### config.mk
export PLATFORM = sky130hd
export DESIGN_NAME = johnson_phase_decoder
export DESIGN_NICKNAME = d
export VERILOG_FILES = /design/src/rtl/johnson_phase_decoder.sv
export SDC_FILE = /design/constraint.sdc
export NUM_CORES = 1
export LEC_CHECK = 0
export CELL_PAD_IN_SITES_DETAIL_PLACEMENT = 1
export CELL_PAD_IN_SITES_GLOBAL_PLACEMENT = 1
export CORE_MARGIN = 2
export CORE_UTILIZATION = 35
export DETAILED_ROUTE_END_ITERATION = 12
export PLACE_DENSITY_LB_ADDON = 0.08
export SLEW_MARGIN = 20
export SYNTH_ARGS = -nofsm -noshare
export SYNTH_HDL_FRONTEND = slang
export SYNTH_SLANG_ARGS = --single-unit
### constraint.sdc
create_clock -name clk -period 6.05 [get_ports clk]
set_clock_uncertainty 0.1 [all_clocks]
set_input_delay 0.605 -clock clk [delete_from_list [all_inputs] [get_ports clk]]
set_output_delay 0.605 -clock clk [all_outputs]
set_load 0.03 [all_outputs]
### src/rtl/johnson_phase_decoder.sv
// Decodes a sampled 4-bit Johnson code into a phase index and a one-hot strobe.
// It also checks code legality and step sequencing, and reports lock and errors.
module johnson_phase_decoder #(
  parameter int unsigned LOCK_CNT   = 4,
  parameter int unsigned ERR_W      = 8,
  parameter bit          ALLOW_HOLD = 1'b1
) (
  input  logic             clk,
  input  logic             rst_n,
  input  logic             en,
  input  logic [3:0]       code_in,
  input  logic             clr_err,
  output logic [2:0]       phase,
  output logic [7:0]       phase_oh,
  output logic             code_valid,
  output logic             wrap,
  output logic             locked,
  output logic             err_illegal,
  output logic             err_step,
  output logic             err_sticky,
  output logic [ERR_W-1:0] err_count,
  output logic             state_dbg
);

  typedef enum logic {UNLOCKED = 1'b0, LOCKED = 1'b1} lock_state_t;

  lock_state_t state;
  logic [3:0]  prev_code;
  logic        prev_legal;
  logic        have_prev;
  logic [3:0]  run;

  // Returns {legal, idx}. Illegal codes return idx 0, which callers ignore.
  function automatic logic [3:0] decode(input logic [3:0] c);
    case (c)
      4'b0000: decode = {1'b1, 3'd0};
      4'b0001: decode = {1'b1, 3'd1};
      4'b0011: decode = {1'b1, 3'd2};
      4'b0111: decode = {1'b1, 3'd3};
      4'b1111: decode = {1'b1, 3'd4};
      4'b1110: decode = {1'b1, 3'd5};
      4'b1100: decode = {1'b1, 3'd6};
      4'b1000: decode = {1'b1, 3'd7};
      default: decode = 4'b0000;
    endcase
  endfunction

  logic [3:0] cur_dec;
  logic [3:0] prev_dec;
  logic       cur_legal;
  logic [2:0] cur_idx;
  logic [2:0] prev_idx;
  logic       checked;
  logic       good_step;
  logic       hold_step;
  logic       step_bad;
  logic       any_err;

  always_comb begin
    cur_dec   = decode(code_in);
    prev_dec  = decode(prev_code);
    cur_legal = cur_dec[3];
    cur_idx   = cur_dec[2:0];
    prev_idx  = prev_dec[2:0];
    // Only a legal sample following a legal sample is sequence-checked.
    checked   = have_prev && prev_legal && cur_legal;
    good_step = checked && (cur_idx == prev_idx + 3'd1);
    hold_step = checked && (cur_idx == prev_idx);
    step_bad  = checked && !good_step && !(hold_step && ALLOW_HOLD);
    any_err   = en && (!cur_legal || step_bad);
  end

  assign state_dbg = state;

  always_ff @(posedge clk or negedge rst_n) begin
    if (!rst_n) begin
      phase       <= '0;
      phase_oh    <= '0;
      code_valid  <= 1'b0;
      wrap        <= 1'b0;
      locked      <= 1'b0;
      err_illegal <= 1'b0;
      err_step    <= 1'b0;
      err_sticky  <= 1'b0;
      err_count   <= '0;
      prev_code   <= '0;
      prev_legal  <= 1'b0;
      have_prev   <= 1'b0;
      run         <= '0;
      state       <= UNLOCKED;
    end else begin
      wrap        <= 1'b0;
      err_illegal <= 1'b0;
      err_step    <= 1'b0;

      if (en) begin
        have_prev  <= 1'b1;
        prev_code  <= code_in;
        prev_legal <= cur_legal;

        if (cur_legal) begin
          phase      <= cur_idx;
          phase_oh   <= 8'd1 << cur_idx;
          code_valid <= 1'b1;
        end else begin
          phase_oh    <= '0;
          code_valid  <= 1'b0;
          err_illegal <= 1'b1;
        end

        err_step <= step_bad;
        wrap     <= good_step && (prev_idx == 3'd7);

        if (any_err) begin
          run    <= '0;
          state  <= UNLOCKED;
          locked <= 1'b0;
        end else if (state == UNLOCKED && good_step) begin
          run <= run + 4'd1;
          if (32'(run) + 32'd1 >= LOCK_CNT) begin
            state  <= LOCKED;
            locked <= 1'b1;
          end
        end
      end

      // An error on the same edge as a clear wins and counts as the first error.
      if (any_err) begin
        err_sticky <= 1'b1;
        if (clr_err)
          err_count <= ERR_W'(1);
        else if (err_count != {ERR_W{1'b1}})
          err_count <= err_count + ERR_W'(1);
      end else if (clr_err) begin
        err_sticky <= 1'b0;
        err_count  <= '0;
      end
    end
  end

endmodule
Word-level counts from Yosys, hierarchy flattened --
Memories as Yosys holds them, arrays and structs flattened. Cells that the tools add are included.
Storage, ports and cells: register bits 35, ROM bits 128, input port bits 8, output and inout bits 26, word-level logic and storage cells 64, memories kept 2
Cells by class: add/subtract/negate cells 4, order comparisons 1, equality and inequality tests 4, shift operators 1, mux-type cells 17, bitwise gates (word level) 1, reduce and logical (&&, ||, !) cells 21
Memory list:
- (name not given) | words 16, width 4, rd ports 1, clocked after Yosys merged registers in 0, write ports 0, line 35 | case (c)
- (name not given) | words 16, width 4, rd ports 1, clocked after Yosys merged registers in 0, write ports 0, line 35
Operators by type and width (number):
- 2-to-1 mux 8 bit | 5
- 2-to-1 mux 1 bit | 10
- logical AND 1 bit | 9
- adder 8 x 1 -> 8 bit, second input constant | 1
- 2-to-1 mux 4 bit | 2
- inequality test 8 bit, second input constant | 1
- nonzero test 2 bit | 4
- << shifter 1 x 3 -> 8 bit, first input constant | 1
- equality test 3 bit | 2
- AND reduction 2 bit | 3
- adder 4 x 1 -> 5 bit, second input constant | 1
- >= comparator 5 x 3 -> 1 bit, second input constant | 1
- adder 4 x 1 -> 4 bit, second input constant | 1
- adder 3 x 1 -> 3 bit, second input constant | 1
- equality test 3 bit, second input constant | 1
- zero test 1 bit | 3
- AND reduction 3 bit | 1
- logical OR 1 bit | 1
- inverter 1 bit | 1

Logic depth before layout (Yosys ltp) --
An unclocked memory read counts as a cell.
depth in word-level cells 11, gate-level depth with buffers 11, mapped depth without buffers 10

Worst setup path before layout --
OpenSTA, ideal clock, no wires.
path kind flip-flop to flip-flop, start register prev_code[0], end register err_count[5], arrival 2.786 ns, path slack 3.039 ns, stages on the path, launching flop included 12, buffers on the path 1, period minus slack after synthesis 3.011 ns, cell sequence dfrtp_1 -> and3b_1 -> or2_2 -> ha_1 -> ha_1 -> and2_1 -> a211oi_4 -> a31oi_1 -> and2_4 -> buf_6 -> nor3_1 -> mux2_2
Between the ends: word-level cells in the longest chain between the ends 11, elaborated cells on any way between the ends 15
RTL lines:
- from (decl) | line 28 | logic [3:0] prev_code;
- from (signal assigned) | line 98 | prev_code <= code_in;
- memory (16 x 4 bit) (*)
- adder 3 x 1 -> 3 bit | line 67 | good_step = checked && (cur_idx == prev_idx + 3'd1);
- equality test 3 bit | line 67
- logical AND 1 bit | line 67
- zero test 1 bit | line 69 | step_bad = checked && !good_step && !(hold_step && ALLOW_HOLD);
- logical AND 1 bit | line 69
- logical AND 1 bit (*) | line 69
- logical OR 1 bit (*) | line 70 | any_err = en && (!cur_legal || step_bad);
- logical AND 1 bit (*) | line 70
- nonzero test 2 bit (no source line)
- AND reduction 2 bit (no source line)
- to (signal assigned) | line 133 | err_count <= err_count + ERR_W'(1);
- to (decl) | line 21 | output logic [ERR_W-1:0] err_count,
Every way passes the cells marked *; elsewhere a longest branch is shown, timed or not. A chain may end at the register's enable or synchronous reset.

Worst setup path after layout --
start input code_in[1], end register err_count[2]
Between the ends: word-level cells in the longest chain between the ends 10, elaborated cells on any way between the ends 16
RTL lines:
- from (decl) | line 11 | input logic [3:0] code_in,
- memory (16 x 4 bit) (*)
- equality test 3 bit or logical AND 1 bit (tied branches) | line 67, 66
- logical AND 1 bit | line 67
- zero test 1 bit | line 69
- logical AND 1 bit (2 in a row) | line 69
- logical OR 1 bit (*) | line 70
- logical AND 1 bit (*) | line 70
- nonzero test 2 bit (no source line)
- AND reduction 2 bit (no source line)
Marked as above.

==> flow_summary_export.csv <==
group,metric,value,unit
logic_synthesis,synth-seq-cells,34,
setup_path,reg2reg_from,"prev_code[0]",
die,core,5470,µm²
layout,antenna_cells,0,
power,power.share.combinational,25.9,%
die,die_width,78.8,µm
power,intPower,391,µW
route,num_vias,1562,
place,io_buffers,33,
setup_path,cp-start-kind,"input port",
setup_path,critPathKind,"input port to register",
global_route,overflow,0,
power,seq_power_share,44.3,%
setup_path,end_kind,"register",
die,die_area,6220,µm²
route,drcViolationCount,0,
setup_path,arrival,3.32,ns
clocking,ctsResizeCount,0,
global_route,grt_pass1_wl,7.91,mm
setup_path,required,6.12,ns
hold_path,min_from,"have_prev",
layout,syn_to_final_growth,22.5,%
timing,slew-limit-headroom,35.3,%
global_route,grt.total_usage,16.3,%
setup_path,crit_path_max_incr_delay,0.74,ns
route,totalWireLength,4.67,mm
hold_path,hold_path.class,"register to register",
power,power_density,239,nW/µm²
clocking,htree_num_levels,2,
die,die_y,78.8,µm
setup_path,crit_chain,"clkdlybuf4s50_1, nor2_1, a211oi_1, o21a_2, a31oi_1, and2_4, nor3b_1, mux2_2",
place,dp_slack,2.53,ns
logic_synthesis,yosys_warnings,0,
layout,fin_nets,240,
logic_synthesis,seq_area_frac_synth,43.4,%
clocking,cts_buffer_depth,2,
setup_path,cp_num_buf_inv,1,
timing,rsz0062_at_grt,"false",
route,drtIter0Drc,37,
logic_synthesis,mappedNetlistArea,1960,µm²
die,start_util,35.8,%
clocking,cts_tree,"yes",
clocking,path_clk_slew,0.07,ns
run_status,status,"finished, final reports clean",
logic_synthesis,ys_types,57,
route,vias_per_cell,5.24,
clocking,root_buffer,"clkbuf_8",
place,place_congestion,0.722,
setup_path,crit_start,"code_in[1]",
logic_synthesis,syn_avg_cell_area,9.95,µm²
power,leakage,1.03,nW
setup_path,cpMaxStageDelayCell,"clkdlybuf4s50_1",
clocking,cts_setup_buffers,0,
clocking,clk-insertion-delay-late,0.29,ns
setup_path,crit_fanout,14,
timing,timing.fmax,308,MHz
global_route,grt_max_degree,35,
power,p_sw,184,µW
timing,tns,0,ns
route,routedWlPerCell,15.7,µm
timing,worstMarginPinSlew,0.968,ns
die,io_pins,34,
clocking,cts_buffers,5,
timing,slew_viol_final,0,
clocking,cts_sinks,34,
die,rows,27,
power,clkPwrFrac,29.8,%
logic_synthesis,syn_inst,197,
global_route,grt_pass1_vias,1693,
clocking,cts.hold.buffers_added,0,
global_route,grt_antenna_before_repair,0,
timing,worst_slack,2.80,ns
timing,fin_crit,3.25,ns
place,post-dp-hpwl,3.40,mm
timing,period_share,53.7,%
power,vdd_ir_drop_max,0.0895,mV
route,drt_pass1_iterations,4,
logic_synthesis,ys_async_sr_fraction,100,%
timing,finalSetupViolCount,0,
logic_synthesis,synth_edf_count,0,
setup_path,cp_top_family,"compound AO/OA/AOI/OAI gates",
timing,finalHoldViolations,0,
route,detail-route-antenna-nets,0,
power,p_sw_share,32.0,%
logic_synthesis,synth_nets,210,
flow_run,drv_cap,0,
logic_synthesis,ys.flop_type,"dfrtp_1",
layout,drive_gt1_share,12.4,%
## state kept, by name (all words and copies together), names as in the netlist, 3 cells and up
register	count
err_count	8
phase	3
phase_oh	8
prev_code	4
run	4
## placed cells by master (no fill, tap or decap), types with 5 or more instances in the layout
cell / instances
a21oi_1: 6
and3_1: 5
clkbuf_8: 6
clkdlybuf4s50_1: 33
dfrtp_1: 34
ha_1: 5
inv_1: 11
mux2_2: 6
nand2_1: 11
nand2b_1: 5
nand3_1: 10
nor2_1: 17
o21ai_0: 12
## layout make-up
cell class | instances | area (µm²)
inverters | 11 | 41.3
multi-input cells | 141 | 998
repair buffers | 34 | 338
fillers | 623 | 3070
flip-flops and latches | 34 | 851
clock buffers | 6 | 82.6
well taps | 72 | 90.1
## path summary, 6_finish.rpt
path / endpoint / slack (ns) / cells after the start
worst min register to register: have_prev / 0.37 / 1
worst max register to register: err_count[2] / 2.85 / 10
worst min-delay path: have_prev / 0.37 / 1
min in group asynchronous: prev_code[3] / 0.63 / 2
worst max-delay path: err_count[2] / 2.80 / 8
max in group asynchronous: err_illegal / 4.88 / 2
## logic make-up after synthesis
logic type                 Yosys count  synth area share [%]
xor gates and xnor gates             6                  3.06
DFF                                 34                  43.4
muxes                               11                  6.38
adders and majority gates            5                  3.19
AOI/OAI and AO/OA                   37                  12.8
and+or+nand+nor                     82                  25.5
buffers and inverters               22                  5.68
## Yosys cell counts (3+ instances only)
library cell  instances  area share (%)
nor2b_1               4             1.3
nor2_1               17             3.3
ha_1                  5             3.2
clkbuf_1              5            0.96
and2_1                3            0.96
buf_6                 3             1.7
and3_1                5             1.6
o21ai_0              12             3.1
dfrtp_1              34              43
a21oi_1               6             1.5
nor3_1                3            0.77
xor2_1                3             1.3
inv_1                11             2.1
mux2_2                6             3.4
nand2_1              11             2.1
nand3_1              10             2.6
a211oi_1              4             1.5
nand2b_1              5             1.6
nor3b_2               3             1.9
## metal layers
metal  track usage (%)  vias to the layer above  share of wire [%]
met4              5.86                        0                1.3
met1              19.5                      786                 45
met2              29.2                       25                 51
met5                 0                        -                  0
met3              3.18                        6                2.9
li1                  -                      745                  -
## through the flow
stage | hold WS (ns) | util, % | instance area (µm²) | std cells | power (mW)
after floorplan | 0.209 | - | 1960 | 197 | 0.358
after global placement | 0.355 | 42.4 | 2320 | 292 | 0.404
after detailed placement | 0.355 | 42.4 | 2320 | 292 | 0.410
after CTS | 0.372 | 43.9 | 2400 | 298 | 0.584
after global routing | 0.389 | 43.9 | 2400 | 298 | 0.608
final | 0.368 | 43.9 | 2400 | 298 | 0.575
## power by group through the flow
| stage | Combinational [mW] | Clock (mW) | Sequential, mW |
|---|---|---|---|
| 2_1_floorplan | 0.0786 | 0 | 0.280 |
| 3_3_place_gp | 0.146 | 0 | 0.258 |
| 3_5_place_dp | 0.151 | 0 | 0.259 |
| 4_1_cts | 0.152 | 0.177 | 0.255 |
| 5_1_grt | 0.163 | 0.188 | 0.257 |
| 6_report | 0.149 | 0.171 | 0.255 |
Power figures use the tool's default switching activity.
==> RTL change (same flow settings) <==
Change the parameter `ERR_W` from 8 to 6.
--- a/src/rtl/johnson_phase_decoder.sv
+++ b/src/rtl/johnson_phase_decoder.sv
@@ -2,7 +2,7 @@
 // It also checks code legality and step sequencing, and reports lock and errors.
 module johnson_phase_decoder #(
   parameter int unsigned LOCK_CNT   = 4,
-  parameter int unsigned ERR_W      = 8,
+  parameter int unsigned ERR_W      = 6,
   parameter bit          ALLOW_HOLD = 1'b1
 ) (
   input  logic             clk,
Interface: changed (resized err_count); port bits go from 34 to 32. The function was not compared with the original's and may differ.
==> RTL change against the unedited design <==
  * Sequential cell count shrank 2
  * Design area shrank 6.4%
  * Non-clock buffer count shrank 2
  * Area after synthesis shrank 7.0%
  * Sequential share of layout area grew 0.18 points
  * Die area shrank 6.7%
  * Setup slack lost 0.011 ns
  * Sequential power shrank 5%
  * Routed wire length shrank 4.9%
  * Total power shrank 2.3%
  * Register-to-register slack gained 0.11 ns
  * Critical path type unchanged
==> RTL change: results (changes against the unedited design) <==
worst reg2reg path startpoint - prev_code[1]$_DFFE_PN0P_
hold path cells - 2 (+1)
Iter 0 DRT Violations - 65 (+76%)
CP Max Fanout - 16 (+2)
final net count - 223 (-7.1%)
Synth area leaders - dfrtp_1, mux2_2, nor2_1
Post-Syn Nets - 194 (-7.6%)
max_slew headroom - 0.5279 (+0.1752)
GRT Resource Usage Total - 0.1699 (+0.006484)
largest net degree at the start of global routing - 33 (-5.7%)
reg-to-reg critical path endpoint - err_count[5]$_DFFE_PN0P_
Hold Path Sink - phase_oh[5]$_DFFE_PN0P_
R2R cell count - 11 (+1)
share of layout cells above drive strength 1 - 0.1327 (+0.008808)
FILL cells - 582 (-6.6%)
Place WS - 2.489 ns (-0.04157 ns)
Port Buffers - 31 (-6.1%)
outcome - finished clean
post-synthesis sequential area ratio - 0.4393 (+0.005309)
register area - 800.8 um2 (-5.9%)
hold wc startpoint - phase_oh[5]$_DFFE_PN0P_
CP arrival - 3.33 ns (about the same)
Worst Setup SP - code_in[0]
GPL Wtd Cong - 0.7467 (+3.4%)
Leak - 0.9782 nW (-5.3%)
DP HPWL - 3162 um (-7.1%)
R2R setup slack - 2.96 ns (+0.11 ns)
Vias - 1432 (-8.3%)
Routed WL - 4447 um (-4.9%)
leading post-synthesis cells by instance count - dfrtp_1, nor2_1, inv_1
Largest regs - phase_oh: 8 flops, err_count: 6 flops
vias in the first global route - 1576 (-6.9%)
library cells used by synthesis - 52 (-8.8%)
==> RTL change: cell types whose count changed in the layout (fill, tap and decap cells not counted), sizes merged, moves of 3 or more <==
cell | before | now
a21o | 0 | 4
a211oi | 5 | 1
and3 | 5 | 2
a21oi | 6 | 10
nand2b | 5 | 0
nor3b | 5 | 1
nand3 | 10 | 6
==> RTL change: cells by family (layout without fill, tap and decap cells) <==
kind of cell / count (synthesis) / after routing / synth area share
AND/OR/NAND/NOR: 65 / 65 / 0.2093
AO/OA/AOI/OAI: 38 / 38 / 0.1428
flip-flops: 32 / 32 / 0.4393
buffers and inverters: 23 / 53 / 0.06520
multiplexers: 12 / 12 / 0.07619
XOR/XNOR: 6 / 6 / 0.03295
adder cells (fa/ha/maj): 5 / 5 / 0.03432
==> RTL change: cell type report <==
cell class,instances,area share
sequential,32,0.3561
timing repair buffer,32,0.1413
inverter,13,0.02170
tap,70,0.03895
clock buffer,8,0.04007
multi-input combinational,126,0.4018
==> RTL change: how the worst max path moves through the flow <==
stage | endpoint | slack [ns] | cells after the start
after global placement | err_count[5]$_DFFE_PN0P_ | 2.64 | 8
final | err_count[5]$_DFFE_PN0P_ | 2.79 | 8
after CTS | err_count[5]$_DFFE_PN0P_ | 2.80 | 8
after global routing | err_count[5]$_DFFE_PN0P_ | 2.68 | 8
after floorplan | err_count[5]$_DFFE_PN0P_ | 3.28 | 11
after detailed placement | err_count[5]$_DFFE_PN0P_ | 2.49 | 8
==> RTL change: per-stage QoR <==
stage,power [mW],std cells,hold slack [ns]
2_1_floorplan,0.3437,181,0.2094
3_3_place_gp,0.3895,273,0.3753
5_1_grt,0.5979,281,0.4197
3_5_place_dp,0.3949,273,0.3742
6_report,0.5619,281,0.3911
4_1_cts,0.5710,281,0.4020
==> RTL change: where the power goes <==
group	total [mW]	internal, mW	switching (mW)	leakage (nW)
clock network	0.172	0.0928	0.0794	0.0455
logic	0.147	0.0619	0.0847	0.517
registers	0.243	0.229	0.0137	0.416
==> RTL change: worst max-delay path, cell delays in order <==
cell and delay, ns:
clkdlybuf4s50_1 0.82, mux2i_1 0.38, o21ai_0 0.18, a211oi_2 0.40, a31o_1 0.22, a21o_4 0.18, and4_4 0.24, mux2_4 0.29
==> RTL change: routing by layer <==
metal  up-vias  share of wire  global-route usage
met5         -              0                   0
met1       715           0.46              0.2136
met3         7          0.035             0.04028
li1        684              -                   -
met2        26           0.49              0.2893
met4         0          0.010             0.05455
